### config.mk
export PLATFORM = sky130hd
export DESIGN_NAME = cache_fill_fsm
export DESIGN_NICKNAME = d
export VERILOG_FILES = /design/src/rtl/cache_fill_fsm_pkg.sv /design/src/rtl/cache_fill_fsm_counter.sv /design/src/rtl/cache_fill_fsm.sv
export SDC_FILE = /design/constraint.sdc
export NUM_CORES = 1
export LEC_CHECK = 0
export ABC_CLOCK_PERIOD_IN_PS = 2000
export BUFFER_PORTS_ARGS = -buffer_cell sky130_fd_sc_hd__buf_2
export CORE_MARGIN = 2
export CORE_UTILIZATION = 40
export CTS_CLUSTER_DIAMETER = 50
export DETAILED_ROUTE_END_ITERATION = 6
export GPL_TIMING_DRIVEN = 0
export PLACE_DENSITY_LB_ADDON = 0.25
export SLEW_MARGIN = 25
export SYNTH_ARGS = -nofsm -noshare
export SYNTH_HDL_FRONTEND = slang
export SYNTH_HIERARCHICAL = 1
export SYNTH_SLANG_ARGS = --single-unit
### constraint.sdc
create_clock -name clk -period 2 [get_ports clk]
set_clock_uncertainty 0.05 [all_clocks]
set_input_delay 0.1 -clock clk [delete_from_list [all_inputs] [get_ports clk]]
set_output_delay 0.1 -clock clk [all_outputs]
set_load 0.05 [all_outputs]
### src/rtl/cache_fill_fsm_pkg.sv
// Shared types and constants for the cache miss/fill controller.
package cache_fill_fsm_pkg;

    // Controller states: waiting for a miss, or streaming a block in.
    typedef enum logic {
        IDLE = 1'b0,
        FILL = 1'b1
    } fill_state_e;

    // Default block geometry: 8 sixteen-bit words = 16 bytes per block.
    localparam int WORDS_PER_BLOCK = 8;
    localparam int BLOCK_OFF_BITS  = 4;

    // Read latency of the main-memory model; the controller itself never uses it.
    localparam int MEM_LATENCY     = 4;

endpackage : cache_fill_fsm_pkg

### src/rtl/cache_fill_fsm_counter.sv
// Word counter used by the fill controller: synchronous clear, increment,
// and a flag that is high while the count equals TERMINAL.
module fill_counter #(
    parameter int WIDTH    = 4,
    parameter int TERMINAL = 8
) (
    input  logic             clk,
    input  logic             rst_n,
    input  logic             clr,
    input  logic             inc,
    output logic [WIDTH-1:0] count,
    output logic             at_terminal
);

    localparam logic [WIDTH-1:0] TERM_C = WIDTH'(TERMINAL);

    logic [WIDTH-1:0] count_q;
    logic [WIDTH-1:0] count_d;

    // Clear wins over increment so a newly accepted miss always starts at word 0.
    always_comb begin
        count_d = count_q;
        if (clr) begin
            count_d = '0;
        end else if (inc) begin
            count_d = count_q + WIDTH'(1);
        end
    end

    // Count register.
    always_ff @(posedge clk or negedge rst_n) begin
        if (!rst_n) begin
            count_q <= '0;
        end else begin
            count_q <= count_d;
        end
    end

    assign count       = count_q;
    assign at_terminal = (count_q == TERM_C);

endmodule : fill_counter

### src/rtl/cache_fill_fsm.sv
// Cache miss controller: stalls the CPU on a miss, issues one memory read per
// word of the missing block, writes each returned word into the data array,
// and writes the tag together with the last word.
module cache_fill_fsm #(
    parameter int WORDS_PER_BLOCK = 8,
    parameter int ADDR_W          = 16,
    parameter int DATA_W          = 16
) (
    input  logic              clk,
    input  logic              rst_n,
    input  logic              miss_detected,
    input  logic [ADDR_W-1:0] miss_address,
    output logic              fsm_busy,
    output logic              memory_read_req,
    output logic [ADDR_W-1:0] memory_address,
    input  logic [DATA_W-1:0] memory_data,
    input  logic              memory_data_valid,
    output logic              write_data_array,
    output logic              write_tag_array,
    output logic [ADDR_W-1:0] fill_address,
    output logic [DATA_W-1:0] fill_data
);

    import cache_fill_fsm_pkg::*;

    // WB word-index bits, plus one bit for the byte within a 16-bit word.
    localparam int WB  = $clog2(WORDS_PER_BLOCK);
    localparam int OFF = WB + 1;
    localparam int CW  = WB + 1;

    localparam logic [ADDR_W-1:0] OFF_MASK = ADDR_W'((1 << OFF) - 1);
    localparam logic [CW-1:0]     WPB_C    = CW'(WORDS_PER_BLOCK);

    fill_state_e       state_q;
    fill_state_e       state_d;
    logic [ADDR_W-1:0] base_q;
    logic [ADDR_W-1:0] base_d;

    logic [CW-1:0]     issue_cnt;
    logic [CW-1:0]     rx_cnt;
    logic              issue_done;
    logic              rx_at_last;
    logic              accept;
    logic              issue_fire;
    logic              rx_fire;

    // Requests issued so far; terminal count means every word has been requested.
    fill_counter #(
        .WIDTH    (CW),
        .TERMINAL (WORDS_PER_BLOCK)
    ) u_issue_cnt (
        .clk         (clk),
        .rst_n       (rst_n),
        .clr         (accept),
        .inc         (issue_fire),
        .count       (issue_cnt),
        .at_terminal (issue_done)
    );

    // Words received so far; terminal flag marks the valid that carries the last word.
    fill_counter #(
        .WIDTH    (CW),
        .TERMINAL (WORDS_PER_BLOCK - 1)
    ) u_rx_cnt (
        .clk         (clk),
        .rst_n       (rst_n),
        .clr         (accept),
        .inc         (rx_fire),
        .count       (rx_cnt),
        .at_terminal (rx_at_last)
    );

    // Next-state and output decode. Outputs default to 0 so the address buses
    // stay quiet whenever their strobe is low. The rst_n term keeps fsm_busy
    // low while reset is held even if the cache reports a miss.
    always_comb begin
        state_d          = state_q;
        base_d           = base_q;
        fsm_busy         = 1'b0;
        memory_read_req  = 1'b0;
        memory_address   = '0;
        write_data_array = 1'b0;
        write_tag_array  = 1'b0;
        fill_address     = '0;
        accept           = 1'b0;
        issue_fire       = 1'b0;
        rx_fire          = 1'b0;

        case (state_q)
            IDLE: begin
                fsm_busy = miss_detected & rst_n;
                if (miss_detected && rst_n) begin
                    accept  = 1'b1;
                    base_d  = miss_address & ~OFF_MASK;
                    state_d = FILL;
                end
            end
            FILL: begin
                // Re-asserted misses here are re-lookups of the stalled address.
                fsm_busy = 1'b1;
                if (!issue_done) begin
                    issue_fire      = 1'b1;
                    memory_read_req = 1'b1;
                    memory_address  = base_q + (ADDR_W'(issue_cnt) << 1);
                end
                // Count valids rather than cycles, so any memory latency works.
                if (memory_data_valid && (rx_cnt < WPB_C)) begin
                    rx_fire          = 1'b1;
                    write_data_array = 1'b1;
                    fill_address     = base_q + (ADDR_W'(rx_cnt) << 1);
                    if (rx_at_last) begin
                        write_tag_array = 1'b1;
                        state_d         = IDLE;
                    end
                end
            end
        endcase
    end

    // State and block-base registers; reset drops any fill in progress.
    always_ff @(posedge clk or negedge rst_n) begin
        if (!rst_n) begin
            state_q <= IDLE;
            base_q  <= '0;
        end else begin
            state_q <= state_d;
            base_q  <= base_d;
        end
    end

    // Returned data goes straight to the data array; only the strobe is gated.
    assign fill_data = memory_data;

endmodule : cache_fill_fsm
## Yosys cells after proc, flatten, opt, wreduce, memory -nomap -nowiden

Index checks and enable logic that the tools add are counted.

- Add/sub/neg operators: 4
- Order comparisons: 1
- Bitwise operators: 2
- Muxes and demuxes: 21
- Equal/unequal tests: 2
- Reduce and logical (&&, ||, !) cells: 5

Operators with widths:

| kind | number |
|---|---|
| 16-bit two-way mux | 4 |
| 16-bit by 5-bit adder with 16-bit output | 2 |
| 4-bit two-way mux | 4 |
| 1-bit two-way mux | 11 |
| 4-bit by 1-bit adder with 4-bit output, second input constant | 2 |
| 4-bit by 3-bit == test with 1-bit output, second input constant | 1 |
| 4-bit == test, second input constant | 1 |
| 4-bit less-than comparator, second input constant | 1 |
| 1-bit one-hot mux with 2 select lines | 2 |
| 2-bit nonzero test | 2 |
| 1-bit logical AND | 2 |
| 2-bit AND reduction | 1 |
| 1-bit AND | 1 |
| 1-bit NOT | 1 |

- Register bits: 21
- Output and inout bits: 52
- Input port bits: 36

## Depth between registers and ports, before layout

- Word-level depth: 6
- Gate-level depth with buffers: 8
- Mapped depth without buffers: 8

## By module

Netlist, hierarchy kept.

By module, submodules not included:

| module | times used | cells each | seq. area each (sq um) | area each (sq um) |
|---|---|---|---|---|
| cache_fill_fsm | 1 | 145 | 325.3 | 1217.4 |
| fill_counter at u_issue_cnt | 1 | 21 | 100.1 | 220.2 |
| fill_counter at u_rx_cnt | 1 | 18 | 100.1 | 200.2 |

## Worst setup path after synthesis

OpenSTA, ideal clock, no wires.

- Path type: register -> output
- Start point: register base_q[4]
- End point: output fill_address[14]
- Stages on the path, launching flop included: 6
- Required time: 1.850 ns
- Path slack: -0.204 ns
- Path buffers: 0
- Data arrival time: 2.054 ns
- Cells stage by stage: dfrtp_1 ha_1 ha_1 nand2_1 or4_1 a21oi_1

- Cells in the longest elaborated chain, start to end: 3

Ends and longest elaborated chain:

| element | line | source |
|---|---|---|
| from (decl) | cache_fill_fsm.sv:36 | `logic [ADDR_W-1:0] base_q;` |
| from (signal assigned) | cache_fill_fsm.sv:127 | `base_q <= base_d;` |
| 16-bit by 5-bit adder with 16-bit output | cache_fill_fsm.sv:110 | `fill_address = base_q + (ADDR_W'(rx_cnt) << 1);` |
| 16-bit two-way mux | cache_fill_fsm.sv:107 | `if (memory_data_valid && (rx_cnt < WPB_C)) begin` |
| 16-bit two-way mux | cache_fill_fsm.sv:89 | `case (state_q)` |
| to (decl) | cache_fill_fsm.sv:20 | `output logic [ADDR_W-1:0] fill_address,` |

No other way between the ends.

## Worst setup path in the final report

- Start point: register base_q[4]
- End point: output memory_address[15]

- Cells in the longest elaborated chain, start to end: 3

Ends and longest elaborated chain:

| element | line | source |
|---|---|---|
| 16-bit by 5-bit adder with 16-bit output | cache_fill_fsm.sv:104 | `memory_address = base_q + (ADDR_W'(issue_cnt) << 1);` |
| 16-bit two-way mux | cache_fill_fsm.sv:101 | `if (!issue_done) begin` |
| 16-bit two-way mux | cache_fill_fsm.sv:89 |  |
| to (decl) | cache_fill_fsm.sv:15 | `output logic [ADDR_W-1:0] memory_address,` |

No other way between the ends.

==> run_results.csv <==
group,metric,value,unit
outcome,status,"finished with violations",
outcome,violations,"setup timing",
critical_path,critPathMaxFanout,3,
die,chipWidth,67.99,um
die,die_area,4623,um2
synthesis,synth.avg_cell_area,8.901,um2
clock_network,cts.clk_slew.worst_paths,0.08,ns
critical_path,reg2reg_slack,0.20,ns
critical_path,crit_path_start_kind,"flop",
sta,setup_viol,9,
synthesis,yosys_warnings,6,
clock_network,h-tree-depth,1,
sta,fin_crit,2.111,ns
global_route,grt_pass1_vias,1396,
sta,fin_ws,-0.1107,ns
sta,hold_viol,0,
layout,diodes,0,
placed_design,place_area,2071,um2
placed_design,hpwl,2914,um
synthesis,synth_top_cell_area_share,0.3209,
drt,wl_per_cell,13.57,um
layout,fin_nets,318,
critical_path,crit_path_start,"base_q[4]",
synthesis,ys_seq_area_frac,0.3209,
hold_path,min_path_type,"in2reg",
critical_path,crit_required,1.85,ns
synthesis,synth_area_leaders,"dfrtp_1, buf_4, mux2_2",
die,core_area,3971,um2
clock_network,cts.sink_count,21,
clock_network,cts_buffers,3,
sta,fin_setup_tns,-0.4664,ns
die,chipHeight,67.99,um
critical_path,reg2reg_from,"state_q",
critical_path,slowest_delay,0.57,ns
critical_path,r2r-end,"u_rx_cnt/count[3]",
sta,finalMaxSlewViolations,0,
placed_design,portBuffers,65,
layout,final_layout_size_suffix_gt1_frac,0.6058,
clock_network,cts_tree,"yes",
sta,rsz0062_at_grt,"yes",
synthesis,syn_inst,184,
synthesis,syn_area,1638,um2
drt,routed_wl,4396,um
power_and_ir_drop,p_per_area,1848,nW/um2
global_route,grt_pass1_wl,6444,um
die,io_pins,88,
critical_path,slowest_stage,"or4_4",
run,cap_violations,0,
placed_design,place_congestion,0.7421,
global_route,antenna_found_initial,0,
drt,drt_iter0_markers,78,
global_route,grt_overflow_total,0,
synthesis,ys_types,28,
drt,drt-vias-per-instance,4.966,
critical_path,endpoint_kind,"primary output",
layout,area_growth,57.60,%
global_route,grt_max_degree,22,
critical_path,worstPathCellList,"buf_6 -> ha_4 -> nand4_1 -> or4_4 -> a21oi_4 -> buf_6",
die,num_rows,23,
layout,fin_area,2581,um2
clock_network,clockBufferDepth,2,
drt,ant_nets,0,
sta,post-route-period-util,1.055,
critical_path,cp.arrival,1.96,ns
drt,first_pass_iters,4,
power_and_ir_drop,ir_drop,1.598,mV
clock_network,root_buffer,"clkbuf_8",
critical_path,crit_type,"reg2out",
power_and_ir_drop,leakage,1.185,nW
drt,num_vias,1609,
drt,drcViolationCount,0,
die,initial_core_util,0.4124,
synthesis,ys_ff_latch,21,
critical_path,cp-endpoint,"memory_address[15]",
sta,max_clock_freq,473.8,MHz
clock_network,clock_latency,0.27,ns
critical_path,cp_common_cell,"buf_6",
global_route,track_usage,0.1862,
critical_path,reg2regPathDepth,5,
synthesis,synth_largest_area_cell,"dfrtp_1",
cells by family (layout without fill, tap and decap cells):
group	count (synthesis)	count (layout)	synth area share
simple gates	64	64	0.2170
fa+ha+maj	7	7	0.05347
compound gates	34	34	0.1253
flops	21	21	0.3209
xor+xnor	9	9	0.04812
buf+inv	32	121	0.1199
other cells	1	2	0.002290
mux	16	16	0.1131
state kept, by name, summed over array words and instances (netlist names):
signal	count
base_q	12
state_q	1
u_issue_cnt/count	4
u_rx_cnt/count	4
cells in the mapped netlist (all sizes together):
| cell | instances |
|---|---|
| nand2b | 1 |
| or3 | 6 |
| nand3b | 4 |
| clkbuf | 3 |
| nor2b | 2 |
| inv | 6 |
| ha | 7 |
| o31ai | 8 |
| a21boi | 1 |
| xor2 | 5 |
| nand2 | 6 |
| mux2 | 14 |
| nand3 | 6 |
| a21oi | 16 |
| nor2 | 15 |
| buf | 23 |
| a21o | 1 |
| o21ai | 6 |
| or4 | 8 |
| and2 | 10 |
| a21bo | 2 |
| conb | 1 |
| xnor2 | 4 |
| mux2i | 2 |
| nand4 | 6 |
| dfrtp | 21 |
per-layer routing:
metal | global-route usage | vias to the layer above | routed length, um
li1 | - | 808 | -
met1 | 0.2405 | 753 | 1925
met2 | 0.3070 | 43 | 2206
met3 | 0.03125 | 5 | 202
met4 | 0.07750 | 0 | 61
met5 | 0 | - | 0
worst max-delay path: cells and delay by family (launching register included):
kind	cells	cell delay (ns)
AOI/OAI and AO/OA	1	0.17
adders and majority gates	1	0.11
buffers and inverters	2	0.28
DFF	1	0.40
and+or+nand+nor	2	0.72
cell usage in the layout (no fill, tap or decap), types with 4 or more instances in the layout:
cell and instances:
a21oi_1 4, a21oi_2 10, and2_1 10, buf_2 48, buf_4 42, buf_6 15
dfrtp_1 18, ha_4 4, inv_1 5, mux2_2 12, nand2_1 5, nand3b_1 4
nand4_1 6, nor2_1 15, o21ai_0 6, o31ai_2 4, or3_1 5, or4_4 5
xnor2_1 4, xor2_1 5
how the worst min path moves through the flow:
stage | startpoint | cells after the start | slack (ns) | endpoint
finish | miss_address[7] | 2 | 0.009 | base_q[7]
global placement | rst_n | 1 | 0.05 | u_issue_cnt/count[1]
global route | miss_address[7] | 2 | 0.006 | base_q[7]
CTS | miss_address[7] | 2 | 0.003 | base_q[7]
detailed placement | rst_n | 1 | 0.05 | u_issue_cnt/count[1]
floorplan | rst_n | 0 | -0.25 | base_q[10]
final cells by class:
class                      count  area [um2]
fill                         325        1390
multi-input combinational    132        1144
timing repair buffer          86       576.8
sequential                    21       529.3
buffer                        25       197.7
tap                           50       62.56
clock buffer                   3       41.29
inverter                       6       25.02
clock inverter                 1       5.005
report_power, final:
part / internal, mW / switching, mW / leakage [nW]
Combinational: 1.31 / 2.27 / 0.909
Sequential: 0.639 / 0.261 / 0.250
Clock: 0.139 / 0.147 / 0.0255
per-stage QoR:
stage / cells / hold slack, ns / power, mW / setup WS, ns / util
floorplan: 185 / -0.2456 / 3.177 / -0.04693 / -
global placement: 300 / 0.04789 / 3.748 / -0.02232 / 0.5214
detailed placement: 300 / 0.05419 / 3.780 / -0.02707 / 0.5214
CTS: 318 / 0.003270 / 4.573 / -0.04474 / 0.6131
global route: 324 / 0.006142 / 5.076 / -0.1619 / 0.6500
finish: 324 / 0.008933 / 4.769 / -0.1107 / 0.6500
what timing repair did:
item,CTS,global route
pin swaps,12,8
endpoints found under the setup margin,22,25
hold buffers,3,1
resized for setup,59,29
endpoints found under the hold margin,23,21
cloned,1,0
buffers inserted,10,6
(Power assumes the default switching activity.)
